<file path="config.mk">
export PLATFORM = sky130hd
export DESIGN_NAME = esi_mmio_regfile_responder
export DESIGN_NICKNAME = d
export VERILOG_FILES = /design/src/rtl/esi_mmio_pkg.sv /design/src/rtl/esi_mmio_resp_fifo.sv /design/src/rtl/esi_mmio_regfile_responder.sv
export SDC_FILE = /design/constraint.sdc
export NUM_CORES = 1
export LEC_CHECK = 0
export ABC_AREA = 0
export CORE_MARGIN = 2
export CORE_UTILIZATION = 50
export CTS_BUF_LIST = sky130_fd_sc_hd__clkbuf_4 sky130_fd_sc_hd__clkbuf_8
export DETAILED_ROUTE_END_ITERATION = 12
export PLACE_DENSITY = 0.65
export SLEW_MARGIN = 5
export SYNTH_ARGS = -nofsm -noshare
export SYNTH_HDL_FRONTEND = slang
export SYNTH_HIERARCHICAL = 1
export SYNTH_SLANG_ARGS = --single-unit
export TNS_END_PERCENT = 10
</file>
<file path="constraint.sdc">
create_clock -name clk -period 29.7 [get_ports clk]
set_input_delay 4.455 -clock clk [delete_from_list [all_inputs] [get_ports clk]]
set_output_delay 4.455 -clock clk [all_outputs]
set_load 0.01 [all_outputs]
</file>
<file path="src/rtl/esi_mmio_pkg.sv">
// Shared types, error codes and address-check helper for the MMIO register-file responder.
package esi_mmio_pkg;

    typedef logic [31:0] mmio_addr_t;
    typedef logic [31:0] mmio_data_t;
    typedef logic [7:0]  mmio_err_t;

    localparam mmio_err_t MMIO_OK        = 8'd0;
    localparam mmio_err_t MMIO_ERR_RANGE = 8'd1;
    localparam mmio_err_t MMIO_ERR_ALIGN = 8'd2;
    localparam mmio_err_t MMIO_ERR_RO    = 8'd3;

    typedef struct packed {
        mmio_data_t data;
        mmio_err_t  err;
    } mmio_rd_rsp_t;

    typedef enum logic [1:0] {
        RSP_EMPTY = 2'd0,
        RSP_HOLD  = 2'd1,
        RSP_FULL  = 2'd2
    } rsp_state_e;

    // Misalignment wins over out-of-range when both apply.
    function automatic mmio_err_t mmio_addr_check(input mmio_addr_t addr, input int unsigned num_regs);
        if (addr[1:0] != 2'b00) begin
            return MMIO_ERR_ALIGN;
        end
        if (addr >= mmio_addr_t'(num_regs << 2)) begin
            return MMIO_ERR_RANGE;
        end
        return MMIO_OK;
    endfunction

endpackage

</file>
<file path="src/rtl/esi_mmio_resp_fifo.sv">
// In-order response FIFO with EMPTY/HOLD/FULL state machine; pointers carry one extra
// bit so full and empty are distinguishable.
module esi_mmio_resp_fifo
    import esi_mmio_pkg::*;
#(
    parameter int WIDTH = 8,
    parameter int DEPTH = 4
) (
    input  logic             clk,
    input  logic             rst,
    input  logic             push_i,
    input  logic [WIDTH-1:0] push_data_i,
    output logic             push_ready_o,
    output logic             valid_o,
    output logic [WIDTH-1:0] data_o,
    input  logic             pop_ready_i
);

    localparam int PW = $clog2(DEPTH);
    localparam logic [PW:0] FULL_COUNT = (PW + 1)'(DEPTH);

    logic [WIDTH-1:0] mem_q [DEPTH];
    logic [PW:0]      wr_ptr_q, wr_ptr_d;
    logic [PW:0]      rd_ptr_q, rd_ptr_d;
    logic [PW:0]      count_d;
    logic             do_push, do_pop;
    rsp_state_e       state_q, state_d;

    assign do_push  = push_i && push_ready_o;
    assign do_pop   = valid_o && pop_ready_i;
    assign wr_ptr_d = wr_ptr_q + {{PW{1'b0}}, do_push};
    assign rd_ptr_d = rd_ptr_q + {{PW{1'b0}}, do_pop};
    assign count_d  = wr_ptr_d - rd_ptr_d;

    always_ff @(posedge clk or posedge rst) begin
        if (rst) begin
            state_q  <= RSP_EMPTY;
            wr_ptr_q <= '0;
            rd_ptr_q <= '0;
        end else begin
            state_q  <= state_d;
            wr_ptr_q <= wr_ptr_d;
            rd_ptr_q <= rd_ptr_d;
        end
    end

    always_comb begin
        state_d = state_q;
        case (state_q)
            RSP_EMPTY: if (do_push) state_d = RSP_HOLD;
            RSP_HOLD: begin
                if (count_d == FULL_COUNT)  state_d = RSP_FULL;
                else if (count_d == '0)     state_d = RSP_EMPTY;
            end
            RSP_FULL: begin
                if (count_d == '0)              state_d = RSP_EMPTY;
                else if (count_d != FULL_COUNT) state_d = RSP_HOLD;
            end
            default: state_d = RSP_EMPTY;
        endcase
    end

    // Ready looks only at registered state, so a pop cannot free a slot in the same cycle.
    always_comb begin
        valid_o      = (state_q != RSP_EMPTY);
        push_ready_o = (state_q != RSP_FULL);
        data_o       = valid_o ? mem_q[rd_ptr_q[PW-1:0]] : '0;
    end

    always_ff @(posedge clk) begin
        if (do_push) begin
            mem_q[wr_ptr_q[PW-1:0]] <= push_data_i;
        end
    end

endmodule

</file>
<file path="src/rtl/esi_mmio_regfile_responder.sv">
// MMIO target answering read/write command streams from a local 32-bit register file.
// Define ESI_MMIO_RO_ID_EN to make register 0 a read-only ID register.
module esi_mmio_regfile_responder
    import esi_mmio_pkg::*;
#(
    parameter int         NUM_REGS   = 16,
    parameter int         RESP_DEPTH = 4,
    parameter mmio_data_t ID_VALUE   = 32'hE51_0001
) (
    input  logic        clk,
    input  logic        rst,
    input  logic        rd_req_valid,
    output logic        rd_req_ready,
    input  logic [31:0] rd_req_addr,
    output logic        rd_rsp_valid,
    input  logic        rd_rsp_ready,
    output logic [31:0] rd_rsp_data,
    output logic [7:0]  rd_rsp_error,
    input  logic        wr_req_valid,
    output logic        wr_req_ready,
    input  logic [31:0] wr_req_addr,
    input  logic [31:0] wr_req_data,
    output logic        wr_rsp_valid,
    input  logic        wr_rsp_ready,
    output logic [7:0]  wr_rsp_error
);

    localparam int IDX_W = $clog2(NUM_REGS);
`ifdef ESI_MMIO_RO_ID_EN
    localparam bit RO_ID_EN = 1'b1;
`else
    localparam bit RO_ID_EN = 1'b0;
`endif

    mmio_data_t       regs_q [NUM_REGS];
    logic [IDX_W-1:0] rd_idx, wr_idx;
    mmio_err_t        rd_err, wr_err;
    mmio_rd_rsp_t     rd_rsp_in, rd_rsp_out;
    logic             wr_commit;

    assign rd_idx = rd_req_addr[2 +: IDX_W];
    assign wr_idx = wr_req_addr[2 +: IDX_W];
    assign rd_err = mmio_addr_check(rd_req_addr, NUM_REGS);

    // Read data is sampled from the pre-edge register state: read-before-write.
    always_comb begin
        rd_rsp_in.err  = rd_err;
        rd_rsp_in.data = '0;
        if (rd_err == MMIO_OK) begin
            rd_rsp_in.data = (RO_ID_EN && rd_idx == '0) ? ID_VALUE : regs_q[rd_idx];
        end
    end

    always_comb begin
        wr_err = mmio_addr_check(wr_req_addr, NUM_REGS);
        if (RO_ID_EN && wr_err == MMIO_OK && wr_idx == '0) begin
            wr_err = MMIO_ERR_RO;
        end
    end

    assign wr_commit = wr_req_valid && wr_req_ready && (wr_err == MMIO_OK);

    generate
        for (genvar gi = 0; gi < NUM_REGS; gi++) begin : g_reg
            localparam logic [IDX_W-1:0] IDX = IDX_W'(gi);
            always_ff @(posedge clk or posedge rst) begin
                if (rst) begin
                    regs_q[gi] <= '0;
                end else if (wr_commit && wr_idx == IDX) begin
                    regs_q[gi] <= wr_req_data;
                end
            end
        end
    endgenerate

    esi_mmio_resp_fifo #(
        .WIDTH ($bits(mmio_rd_rsp_t)),
        .DEPTH (RESP_DEPTH)
    ) u_rd_fifo (
        .clk          (clk),
        .rst          (rst),
        .push_i       (rd_req_valid),
        .push_data_i  (rd_rsp_in),
        .push_ready_o (rd_req_ready),
        .valid_o      (rd_rsp_valid),
        .data_o       (rd_rsp_out),
        .pop_ready_i  (rd_rsp_ready)
    );

    assign rd_rsp_data  = rd_rsp_out.data;
    assign rd_rsp_error = rd_rsp_out.err;

    esi_mmio_resp_fifo #(
        .WIDTH ($bits(mmio_err_t)),
        .DEPTH (RESP_DEPTH)
    ) u_wr_fifo (
        .clk          (clk),
        .rst          (rst),
        .push_i       (wr_req_valid),
        .push_data_i  (wr_err),
        .push_ready_o (wr_req_ready),
        .valid_o      (wr_rsp_valid),
        .data_o       (wr_rsp_error),
        .pop_ready_i  (wr_rsp_ready)
    );

endmodule

</file>
==> results_tabular.tex <==
\begin{tabular}{lr}
\hline
Metric & Value \\
\hline
\multicolumn{2}{l}{\textbf{Clock tree}} \\
Post-CTS setup buffers & 0 \\
Deepest level of the CTS H-tree & 3 \\
TritonCTS clock tree & done \\
Clock Path Buffers & 3 \\
TritonCTS Buffers & about 120 \\
Post-CTS resize count & 0 \\
Latest clock arrival within the worst-skew pair & approximately 0.7 ns \\
Clock transition at path regs & $\sim$0.06 ns \\
Clk sink count & 720 \\
Root buffer selected by CTS & sky130\_fd\_sc\_hd\_\_clkbuf\_8 \\
\# hold bufs at CTS & 0 \\
\multicolumn{2}{l}{\textbf{Power and ir drop}} \\
Fraction of power consumed by the clock network & between 30\% and 40\% \\
Sw Pwr & approximately 630 µW \\
Leakage dissipation & 17.3 nW \\
PwrDens & 66.1 nW/µm² \\
Worst ir drop on vdd & 0.0000395 V \\
Switching power share of the total & 25.4\% \\
Int Power & 1.85 mW \\
Reg power frac & a little under half \\
Comb pwr share & between 10\% and 20\% \\
\multicolumn{2}{l}{\textbf{Timing}} \\
Ratio of final minimum period to clock period & 25.2\% \\
Number of hold violations in the final report & 0 \\
Final WS setup & between 20 and 25 ns \\
Slew HR & around a quarter \\
Worst Clk Skew & about 0.031 ns \\
Time the final worst path needs with I/O delays and setup & 7.49 ns \\
Sum of negative setup slack & 0 ns \\
Final slew viol count & 0 \\
Least-Margin Pin Slew & approximately 1.1 ns \\
Unrepaired setup endpoints after global routing & no \\
Setup violation total in the final timing report & 0 \\
Highest attainable clock frequency & $\sim$0.13 GHz \\
\multicolumn{2}{l}{\textbf{Synth}} \\
Synth warnings & 6 \\
Cell count after synthesis & between 1500 and 2000 \\
Commonest register cell after synthesis & sky130\_fd\_sc\_hd\_\_dfrtp\_1 \\
Number of enable-type register cells in the synthesized netlist & about 190 \\
Syn Area/Cell & $\sim$18 µm² \\
Cell variety after synth & 44 \\
Leading area contributor after synthesis & sky130\_fd\_sc\_hd\_\_dfrtp\_1 \\
Yosys top cell area share & 40.7\% \\
Area of the mapped netlist & between 30000 and 40000 µm² \\
Share of the yosys chip area belonging to registers & 58.5\% \\
Async set-reset flop share out of synthesis & about 73\% \\
Leading post-synthesis cells by cell area & sky130\_fd\_sc\_hd\_\_dfrtp\_1 41\%, sky130\_fd\_sc\_hd\_\_edfxtp\_1 18\%, sky130\_fd\_sc\_hd\_\_mux2\_4 13\% \\
FF+latch count, synth & 720 \\
\multicolumn{2}{l}{\textbf{Setup path}} \\
Cell class contributing the biggest share of worst-path delay & buffers and inverters \\
Buffers plus inverters on the worst setup path & 2 \\
Type of element capturing the critical path & output pin \\
Largest stage delay on the critical path & approximately 0.63 ns \\
Arrival time of the worst setup path & 3.03 ns \\
Critical Path Source Type & register \\
Critical path required time & 25.24 ns \\
Worst-path cell chain & buf\_4 -> mux4\_2 -> nor2b\_1 -> clkdlybuf4s50\_1 \\
Startpoint of the most critical setup path & u\_rd\_fifo/rd\_ptr\_q[0] \\
Type of the setup path with the least slack & reg2out \\
Biggest fanout along the worst timing path & just over 40 \\
RR Startpoint & u\_wr\_fifo/state\_q[0] \\
Cell with the biggest individual delay on the critical path & sky130\_fd\_sc\_hd\_\_buf\_4 \\
\multicolumn{2}{l}{\textbf{Detailed routing}} \\
Vias after detailed routing & between 15000 and 20000 \\
Top routing layer in use & met5 \\
Sum of met3 wire segment lengths after detailed routing & 3770 µm \\
Length of the first detailed-routing pass in iterations & 5 \\
Via density per instance & 5.73 \\
DRT antenna net count & 0 \\
Met1 wire length & approximately 34000 µm \\
Drc violations & 0 \\
Initial DRC Count & around 1100 \\
WL per Instance & 24.3 µm \\
Final wirelength & around 73000 µm \\
Routed length on met2 & approximately 34000 µm \\
\multicolumn{2}{l}{\textbf{Global routing}} \\
Global routing usage summed across all routing layers & 22.5\% \\
Overall overflow remaining after global route & 0 \\
Global-route wire length before repair & between 100000 and 150000 µm \\
Initial antenna violation count & 3 \\
Largest net degree at the start of global routing & around 150 \\
Via count of the first global-routing pass & about 19000 \\
\multicolumn{2}{l}{\textbf{Finish}} \\
Layout cells sized above 1 & about two fifths \\
Final Net Count & 2155 \\
Growth of design area from synthesis to finish & 15.4\% \\
FILL cells & $\sim$4800 \\
Commonest non-fill, non-tap cells in the layout & 526 x sky130\_fd\_sc\_hd\_\_dfrtp\_1, 271 x sky130\_fd\_sc\_hd\_\_mux2\_4, 192 x sky130\_fd\_sc\_hd\_\_edfxtp\_1 \\
Commonest non-fill, non-tap cell in the layout & sky130\_fd\_sc\_hd\_\_dfrtp\_1 \\
\multicolumn{2}{l}{\textbf{Place}} \\
DP HPWL & approximately 42000 µm \\
\# port buffers & approximately 150 \\
Minimum setup slack after placement & 21.68 ns \\
Weighted congestion reported at the end of routability-driven placement & approximately 0.73 \\
\multicolumn{2}{l}{\textbf{Die}} \\
Area of the core & around 64000 µm² \\
Die Area & approximately 67000 µm² \\
Width of the die & 259 µm \\
FP Rows & between 90 and 100 \\
Top-level I/O count & 154 \\
Starting density of the core & 50.4\% \\
Die extent in y & about 260 µm \\
\multicolumn{2}{l}{\textbf{Outcome}} \\
Result of the run & finished, final reports clean \\
\multicolumn{2}{l}{\textbf{Hold path}} \\
Type of the worst min-delay path & reg2reg \\
Origin of the worst min-delay path & u\_rd\_fifo/wr\_ptr\_q[2] \\
\multicolumn{2}{l}{\textbf{Flow run}} \\
Max-cap viol count & 0 \\
\hline
\end{tabular}
## flip-flops by register name, summed over array words and instances, names as in the netlist
register and flops:
regs_q 512, u_rd_fifo/mem_q 160, u_wr_fifo/mem_q 32, u_rd_fifo/rd_ptr_q 3, u_rd_fifo/wr_ptr_q 3, u_wr_fifo/rd_ptr_q 3
u_wr_fifo/wr_ptr_q 3, u_rd_fifo/state_q 2, u_wr_fifo/state_q 2
## power by group through the flow
stage / combinational, mW / clock, mW / sequential [mW]
after floorplan: 0.272 / 0 / 1.12
after global placement: 0.424 / 0 / 1.14
after detailed placement: 0.427 / 0 / 1.14
after CTS: 0.428 / 0.961 / 1.12
after global routing: 0.455 / 1.01 / 1.13
final: 0.417 / 0.939 / 1.12
## routing by layer
metal	vias up	global-route usage (%)
met1	9300	32.4
met5	-	0
met4	4	6.01
li1	7392	-
met3	90	4.41
met2	405	35.2
## synthesized netlist by cell type, types with 2 or more instances
| master | instances |
|---|---|
| sky130_fd_sc_hd__a211oi_1 | 2 |
| sky130_fd_sc_hd__a21oi_1 | 33 |
| sky130_fd_sc_hd__a22oi_1 | 62 |
| sky130_fd_sc_hd__and3_1 | 2 |
| sky130_fd_sc_hd__and4_1 | 2 |
| sky130_fd_sc_hd__buf_1 | 31 |
| sky130_fd_sc_hd__buf_2 | 21 |
| sky130_fd_sc_hd__buf_6 | 32 |
| sky130_fd_sc_hd__clkbuf_1 | 67 |
| sky130_fd_sc_hd__dfrtp_1 | 528 |
| sky130_fd_sc_hd__edfxtp_1 | 192 |
| sky130_fd_sc_hd__ha_1 | 12 |
| sky130_fd_sc_hd__inv_1 | 12 |
| sky130_fd_sc_hd__mux2_1 | 105 |
| sky130_fd_sc_hd__mux2_2 | 138 |
| sky130_fd_sc_hd__mux2_4 | 271 |
| sky130_fd_sc_hd__mux4_2 | 176 |
| sky130_fd_sc_hd__nand2_1 | 8 |
| sky130_fd_sc_hd__nand2b_1 | 6 |
| sky130_fd_sc_hd__nand3_1 | 9 |
| sky130_fd_sc_hd__nand3b_1 | 2 |
| sky130_fd_sc_hd__nand4_1 | 3 |
| sky130_fd_sc_hd__nor2_1 | 11 |
| sky130_fd_sc_hd__nor2b_1 | 53 |
| sky130_fd_sc_hd__nor3_1 | 10 |
| sky130_fd_sc_hd__nor3b_1 | 4 |
| sky130_fd_sc_hd__nor4_1 | 6 |
| sky130_fd_sc_hd__nor4_2 | 3 |
| sky130_fd_sc_hd__nor4_4 | 3 |
| sky130_fd_sc_hd__o21ai_0 | 4 |
| sky130_fd_sc_hd__or2_2 | 2 |
| sky130_fd_sc_hd__or4_1 | 9 |
| sky130_fd_sc_hd__xnor2_1 | 4 |
| sky130_fd_sc_hd__xor2_1 | 3 |
## layout make-up
class	count	area (µm²)	area share (%)
well taps	855	1070	2.86
flip-flops and latches	720	19000	50.7
inverters	13	56.3	0.150
repair buffers	190	1810	4.84
diodes	5	12.5	0.0334
multi-input cells	998	12800	34.3
clock buffers	194	2390	6.38
clock inverters	25	258	0.689
## through the flow
stage	total power, mW	area (µm²)	std cells	util (%)	hold WS (ns)
final	2.47	37400	3000	58.1	0.468
after global routing	2.59	37400	3000	58.1	0.489
after CTS	2.51	37400	2995	58.1	0.474
after detailed placement	1.57	34800	2776	54.0	0.461
after global placement	1.56	34800	2776	54.0	0.463
after floorplan	1.39	32600	1883	-	0.442
## path summary, 6_finish.rpt
kind / end / slack (ns) / cells after the start
worst min-delay path: u_rd_fifo/wr_ptr_q[2] / 0.47 / 1
worst min register to register: u_rd_fifo/wr_ptr_q[2] / 0.47 / 1
worst max-delay path: rd_rsp_data[0] / 22.21 / 4
max in group asynchronous: regs_q[385] / 23.21 / 4
min in group asynchronous: u_wr_fifo/state_q[1] / 4.22 / 2
worst max register to register: regs_q[86] / 26.36 / 6
## cells by family after synthesis
kind of cell	synth area share, %
other	0.0116
adders and majority gates	0.463
DFF	58.5
buffers and inverters	2.73
AOI/OAI and AO/OA	2.08
muxes	33.2
and+or+nand+nor	2.73
xor gates and xnor gates	0.239
No activity file was read; power rests on OpenSTA's default activity.
